$ cat config.mk
export PLATFORM = sky130hd
export DESIGN_NAME = dff_monitor
export DESIGN_NICKNAME = d
export VERILOG_FILES = /design/src/rtl/dff_monitor.sv
export SDC_FILE = /design/constraint.sdc
export NUM_CORES = 1
export LEC_CHECK = 0
export CORE_UTILIZATION = 40
export CTS_CLUSTER_DIAMETER = 80
export DETAILED_ROUTE_END_ITERATION = 7
export DONT_BUFFER_PORTS = 1
export PLACE_DENSITY = 0.65
export SETUP_SLACK_MARGIN = 0.3
export SLEW_MARGIN = 20
export SYNTH_ARGS = -nofsm -noshare
export SYNTH_HDL_FRONTEND = slang
export SYNTH_SLANG_ARGS = --single-unit
$ cat constraint.sdc
create_clock -name clk -period 5 [get_ports clk]
set_input_delay 0.5 -clock clk [delete_from_list [all_inputs] [get_ports clk]]
set_output_delay 0.5 -clock clk [all_outputs]
set_load 0.01 [all_outputs]
$ cat src/rtl/dff_monitor.sv
`default_nettype none
// ============================================================================
//  Module   : dff_monitor
//  Purpose  : Watches the d/en/rst/q pins of an enable flop with synchronous
//             reset, predicts q from its own model and counts matching and
//             mismatching cycles over a run of num_checks comparisons.
//  Revision : 1.0  initial release
// ============================================================================
module dff_monitor #(
  parameter logic RESET_VAL = 1'b0,
  parameter int   CNT_W     = 8
) (
  input  logic             clk,
  input  logic             rst,
  input  logic             start,
  input  logic [CNT_W-1:0] num_checks,
  input  logic             mon_d,
  input  logic             mon_en,
  input  logic             mon_rst,
  input  logic             mon_q,
  output logic             busy,
  output logic             done,
  output logic             pass,
  output logic [CNT_W-1:0] error_count,
  output logic [CNT_W-1:0] correct_count,
  output logic             first_err_valid,
  output logic [CNT_W-1:0] first_err_cycle
);

  localparam logic [CNT_W-1:0] c_ONE = {{(CNT_W-1){1'b0}}, 1'b1};

  typedef enum logic [1:0] {
    S_IDLE = 2'd0,
    S_RUN  = 2'd1,
    S_DONE = 2'd2
  } state_t;

  state_t           r_state;
  state_t           w_state_nxt;

  logic [CNT_W-1:0] r_target;      // num_checks latched at start
  logic [CNT_W-1:0] r_checked;     // comparisons performed this run
  logic [CNT_W-1:0] r_cycle;       // RUN-edge index, saturating
  logic [CNT_W-1:0] r_err_cnt;
  logic [CNT_W-1:0] r_cor_cnt;
  logic             r_fev;
  logic [CNT_W-1:0] r_fec;
  logic             r_model_valid; // exp_q is trustworthy once rst/en seen
  logic             r_exp_q;       // predicted q of the monitored flop

  logic             w_accept;
  logic             w_cmp;
  logic             w_last;

  // Start is honoured outside RUN; a comparison finishing the run ends it.
  always_comb begin
    w_accept    = start && (r_state != S_RUN);
    w_cmp       = (r_state == S_RUN) && r_model_valid;
    w_last      = w_cmp && ((r_checked + c_ONE) == r_target);
    w_state_nxt = r_state;
    case (r_state)
      S_IDLE, S_DONE: begin
        if (w_accept) begin
          w_state_nxt = (num_checks == '0) ? S_DONE : S_RUN;
        end
      end
      S_RUN: begin
        if (w_last) begin
          w_state_nxt = S_DONE;
        end
      end
      default: w_state_nxt = S_IDLE;
    endcase
  end

  // State register.
  always_ff @(posedge clk) begin
    if (rst) begin
      r_state <= S_IDLE;
    end else begin
      r_state <= w_state_nxt;
    end
  end

  // Run bookkeeping, flop model and comparison counters.
  always_ff @(posedge clk) begin
    if (rst) begin
      r_target      <= '0;
      r_checked     <= '0;
      r_cycle       <= '0;
      r_err_cnt     <= '0;
      r_cor_cnt     <= '0;
      r_fev         <= 1'b0;
      r_fec         <= '0;
      r_model_valid <= 1'b0;
      r_exp_q       <= RESET_VAL;
    end else if (w_accept) begin
      r_target      <= num_checks;
      r_checked     <= '0;
      r_cycle       <= '0;
      r_err_cnt     <= '0;
      r_cor_cnt     <= '0;
      r_fev         <= 1'b0;
      r_fec         <= '0;
      r_model_valid <= 1'b0;
    end else if (r_state == S_RUN) begin
      if (r_cycle != '1) begin
        r_cycle <= r_cycle + c_ONE;
      end
      // Reset of the monitored flop wins over its enable.
      if (mon_rst) begin
        r_exp_q <= RESET_VAL;
      end else if (mon_en) begin
        r_exp_q <= mon_d;
      end
      if (mon_rst || mon_en) begin
        r_model_valid <= 1'b1;
      end
      // Both mon_q and r_exp_q reflect the previous edge here.
      if (w_cmp) begin
        r_checked <= r_checked + c_ONE;
        if (mon_q == r_exp_q) begin
          r_cor_cnt <= r_cor_cnt + c_ONE;
        end else begin
          r_err_cnt <= r_err_cnt + c_ONE;
          if (!r_fev) begin
            r_fev <= 1'b1;
            r_fec <= r_cycle;
          end
        end
      end
    end
  end

  // Status outputs are decoded from registered state only.
  always_comb begin
    busy            = (r_state == S_RUN);
    done            = (r_state == S_DONE);
    pass            = (r_state == S_DONE) && (r_err_cnt == '0);
    error_count     = r_err_cnt;
    correct_count   = r_cor_cnt;
    first_err_valid = r_fev;
    first_err_cycle = r_fec;
  end

endmodule
`default_nettype wire

### Word level (Yosys, flattened, before mapping)

Index checks and enable logic that the tools add are counted.

* output and inout port bits: 28
* word-level logic and storage cells: 50
* bits in registers: 53

* reduce and logical (&&, ||, !) cells: 19
* mux-type cells: 6
* bitwise operators: 3
* eq/ne operators: 8
* $add $sub $neg: 4

Operators with widths (count)
* 8-bit by 1-bit adder with 8-bit output (second input constant): 4
* 8-bit logical NOT: 2
* 3-bit AND reduction: 3
* 8-bit equality test: 1
* 8-bit inequality test (second input constant): 1
* 2-bit AND reduction: 4
* 2-bit two-way mux: 3
* 1-bit logical AND: 4
* 2-bit by 1-bit inequality test with 1-bit output (second input constant): 2
* 2-bit one-hot mux with 2 select lines: 1
* 4-bit AND reduction: 1
* 2-bit OR reduction: 2
* 1-bit inverter: 3
* 2-bit by 1-bit equality test with 1-bit output (second input constant): 1
* 2-bit equality test (second input constant): 1
* 2-bit logical NOT: 1
* 1-bit two-way mux: 2
* 2-bit inequality test (second input constant): 1
* 2-bit nonzero test: 1
* 1-bit equality test: 1
* 1-bit logical OR: 1

### Longest topological paths before layout

* depth after elaboration: 5
* depth in mapped cells: 6
* gate-level depth less buffers: 6

### Least setup slack after synthesis

OpenSTA, ideal clock, no wires.

* path kind: flip-flop to flip-flop
* from: reg r_checked[1]
* to: reg r_state[1]
* buffers on the path: 0
* required time: 4.885 ns
* path slack: 3.270 ns
* library setup time: 0.115 ns
* cell stages (with the launch flop): 7
* data arrival time: 1.615 ns
* path through: dfxtp_1 -> ha_1 -> nand3_1 -> or3_2 -> o211ai_1 -> nor4_2 -> o21ba_1

* cells in the longest elaborated chain, start to end: 5

Ends and longest elaborated chain
* from (decl): line 42 `logic [CNT_W-1:0] r_checked;`
* from (signal assigned): line 121 `r_checked <= r_checked + c_ONE;`
* 8-bit by 1-bit adder with 8-bit output: line 59 `w_last = w_cmp && ((r_checked + c_ONE) == r_target);`
* 8-bit equality test: line 59
* 1-bit logical AND: line 59
* 2-bit by 1-bit inequality test with 1-bit output (no source line)
* 2-bit AND reduction (no source line)
* to (signal assigned): line 81 `r_state <= w_state_nxt;`
* to (decl): line 38 `state_t r_state;`

Every way passes these cells.
A chain may end at the register's enable or synchronous reset.

### Worst setup path in the final report

* from: reg r_err_cnt[0], in the netlist error_count[0]
* to: out pass

* cells in the longest elaborated chain, start to end: 2

Ends and longest elaborated chain
* from (decl): line 44 `logic [CNT_W-1:0] r_err_cnt;`
* from (signal assigned): line 125 `r_err_cnt <= r_err_cnt + c_ONE;`
* 8-bit logical NOT: line 139 `pass = (r_state == S_DONE) && (r_err_cnt == '0);`
* 1-bit logical AND: line 139
* to (decl): line 23 `output logic pass,`

Every way passes these cells.

==> flow_summary.yaml <==
timing:
  timing.final.hold_violations: 0
  setup_total_negative_slack_ps: 0
  crit_share_post_route_pct: 42.3
  fmax_mhz: 472
  clock-skew-final_ps: 7.90
  worst_margin_pin_slew_ps: 833
  timing.slew.headroom_pct: 44.2
  final_max_slew_viol_count: 0
  setup_viol: 0
  final.min_clock_period_ps: 2120
  grt_setup_unrepaired: "no"
clock_tree:
  cts.reportedPaths.clkPinSlew_ps: 90
  tritoncts: "done"
  clock_insertion_delay_worst_skew_ps: 300
  clk_root_buffer_cell: "clkbuf_8"
  post_cts_setup_buffer_count: 0
  max_clock_buf_depth: 2
  cts_num_sinks: 53
  cts_htree_levels: 2
  cts-buffers-inserted: 5
  cts.repair.resized: 0
  cts-hold-fix-buffers: 0
route:
  antenna_left: 0
  drt-wirelength-per-cell_um: 14.0
  vias_per_cell: 5.30
  iteration_0_drc_count_of_the_detailed_router: 117
  route.vias.total: 1924
  drc_markers: 0
  drt_pass1_iterations: 4
  totalWireLength_um: 5080
setup_path:
  end_kind: "output port"
  worst_ep_required_time_ps: 4500
  slowest_delay_ps: 400
  timing.critical_path.slowest_stage_cell: "dfxtp_1"
  worstPathMaxFanout: 5
  timing_worst_setup_path_type: "flop to output port"
  worstSetupStartpointType: "flop"
  cp_data_arrival_time_ps: 1620
  cp_cell_sequence: "inv_1, ha_1, nor4b_1, nand2_1, nor4_1"
placed_design:
  gpl.final_weighted_congestion: 0.819
  detailedPlacementHpwl_um: 3680
  placedInstanceArea_um2: 2530
  placement.io_buffers: 0
cells_and_area:
  num-nets-final: 307
  layout-drive-gt1-share_pct: 5.56
  synthToLayoutAreaGrowth_pct: 5.01
  mostFrequentLayoutCell: "dfxtp_1"
  antenna-diode-count: 0
  finish.instance_area_um2: 2620
  final_cell_mix: "53 x dfxtp_1, 48 x nor2_1, 22 x nand2_1, 20 x nand3_1, 19 x xor2_1"
floorplan:
  rows: 28
  chipWidth_um: 81.0
  floorplan.initialDensity_pct: 41.9
  die_h_um: 81.0
  design.core.area_um2: 5960
  floorplan_die_area_um2: 6560
  pin_count: 43
logic_synthesis:
  synth-main-ff-cell: "dfxtp_1"
  ys_seq_area_share_pct: 42.5
  synth-async-reset-ratio_pct: 0
  synth.avg_cell_area_um2: 8.52
  synth-edff-count: 0
  synth_cell_type_count: 43
  netlist_instances: 293
  synth-seq-cells: 53
  ys_warn_count: 0
  synth_area_um2: 2500
  synth_nets: 313
global_routing:
  first_pass_grt_wire_length_um: 8240
  grt_antenna_before_repair: 0
  grtUsageTotal_pct: 16.0
  grt_pass1_vias: 1700
  gr-total-overflow: 0
  grt_start_max_net_pins: 40
worst_hold_path:
  hold_path_class: "primary input to flop"
pwr:
  post_layout_total_power_uw: 724
  static-leakage-power_nw: 0.892
  peak_supply_drop_uv: 147
  cellPowerDensity_nw_per_um2: 276
run_status:
  status: "completed"
run:
  max_cap_viol_count: 0
-- kinds of logic after synthesis --
logic type | share of synthesized area [%]
simple gates | 27.1
flops | 42.5
compound gates | 8.37
xor+xnor | 11.9
buf+inv | 3.56
mux | 4.01
fa+ha+maj | 2.51
-- worst paths after layout --
| kind | startpoint | endpoint | slack, ps | depth (start not counted) |
|---|---|---|---|---|
| setup / recovery | error_count[0] | pass | 2880 | 5 |
| hold / removal | rst | r_target[0] | 250 | 1 |
| setup reg to reg | r_state[0] | first_err_cycle[1] | 2960 | 4 |
| hold reg to reg | r_target[1] | r_target[1] | 470 | 2 |
-- sequential cells by signal, indices dropped and copies added, names as in the netlist --
register         flops
r_exp_q              1
r_checked            8
r_state              2
correct_count        8
r_target             8
first_err_valid      1
error_count          8
r_model_valid        1
r_cycle              8
first_err_cycle      8
-- through the flow --
| stage | hold WS, ps | cells | setup WS, ps | util [%] |
|---|---|---|---|---|
| floorplan | 447 | 293 | 3270 | - |
| global placement | 453 | 355 | 3040 | 42.6 |
| detailed placement | 457 | 355 | 2960 | 42.6 |
| CTS | 243 | 363 | 2850 | 44.0 |
| global route | 235 | 363 | 2670 | 44.0 |
| finish | 254 | 363 | 2880 | 44.0 |
-- power breakdown --
group | internal (mW) | leakage [nW] | switching [mW]
clock network | 0.100 | 0.0456 | 0.138
logic | 0.0166 | 0.418 | 0.0308
registers | 0.429 | 0.429 | 0.00851
-- synth_stat cells, types with 4 or more instances --
| master | n | area, um2 |
|---|---|---|
| a21oi_1 | 17 | 85.1 |
| and3_1 | 4 | 25.0 |
| clkbuf_1 | 10 | 37.5 |
| dfxtp_1 | 53 | 1060 |
| ha_1 | 5 | 62.6 |
| inv_1 | 7 | 26.3 |
| mux2i_1 | 10 | 100 |
| nand2_1 | 22 | 82.6 |
| nand2b_1 | 4 | 25.0 |
| nand3_1 | 20 | 100 |
| nand4_1 | 7 | 43.8 |
| nor2_1 | 48 | 180 |
| nor2b_1 | 4 | 25.0 |
| nor3_1 | 8 | 40.0 |
| o21ai_0 | 7 | 35.0 |
| xnor2_1 | 15 | 131 |
| xor2_1 | 19 | 166 |
-- cell type report --
class	instances	area (um2)
flip-flops and latches	53	1060
clock inverters	2	13.8
inverters	7	26.3
fillers	597	3330
clock buffers	6	72.6
well taps	75	93.8
multi-input cells	219	1350
repair buffers	1	7.51
-- layer usage --
| metal | GRT usage [%] | routed length, um | part of all wire (%) |
|---|---|---|---|
| met1 | 21.4 | 2360 | 47 |
| met4 | 4.29 | 72 | 1.4 |
| met3 | 4.94 | 303 | 6.0 |
| met2 | 25.0 | 2340 | 46 |
| met5 | 0 | 0 | 0 |
-- critical path, delay by kind of cell (launching register included) --
family	cells	cell delay, ps
fa+ha+maj	1	130
buf+inv	1	90
flops	1	400
simple gates	3	700
No activity file was read; power rests on OpenSTA's default activity.
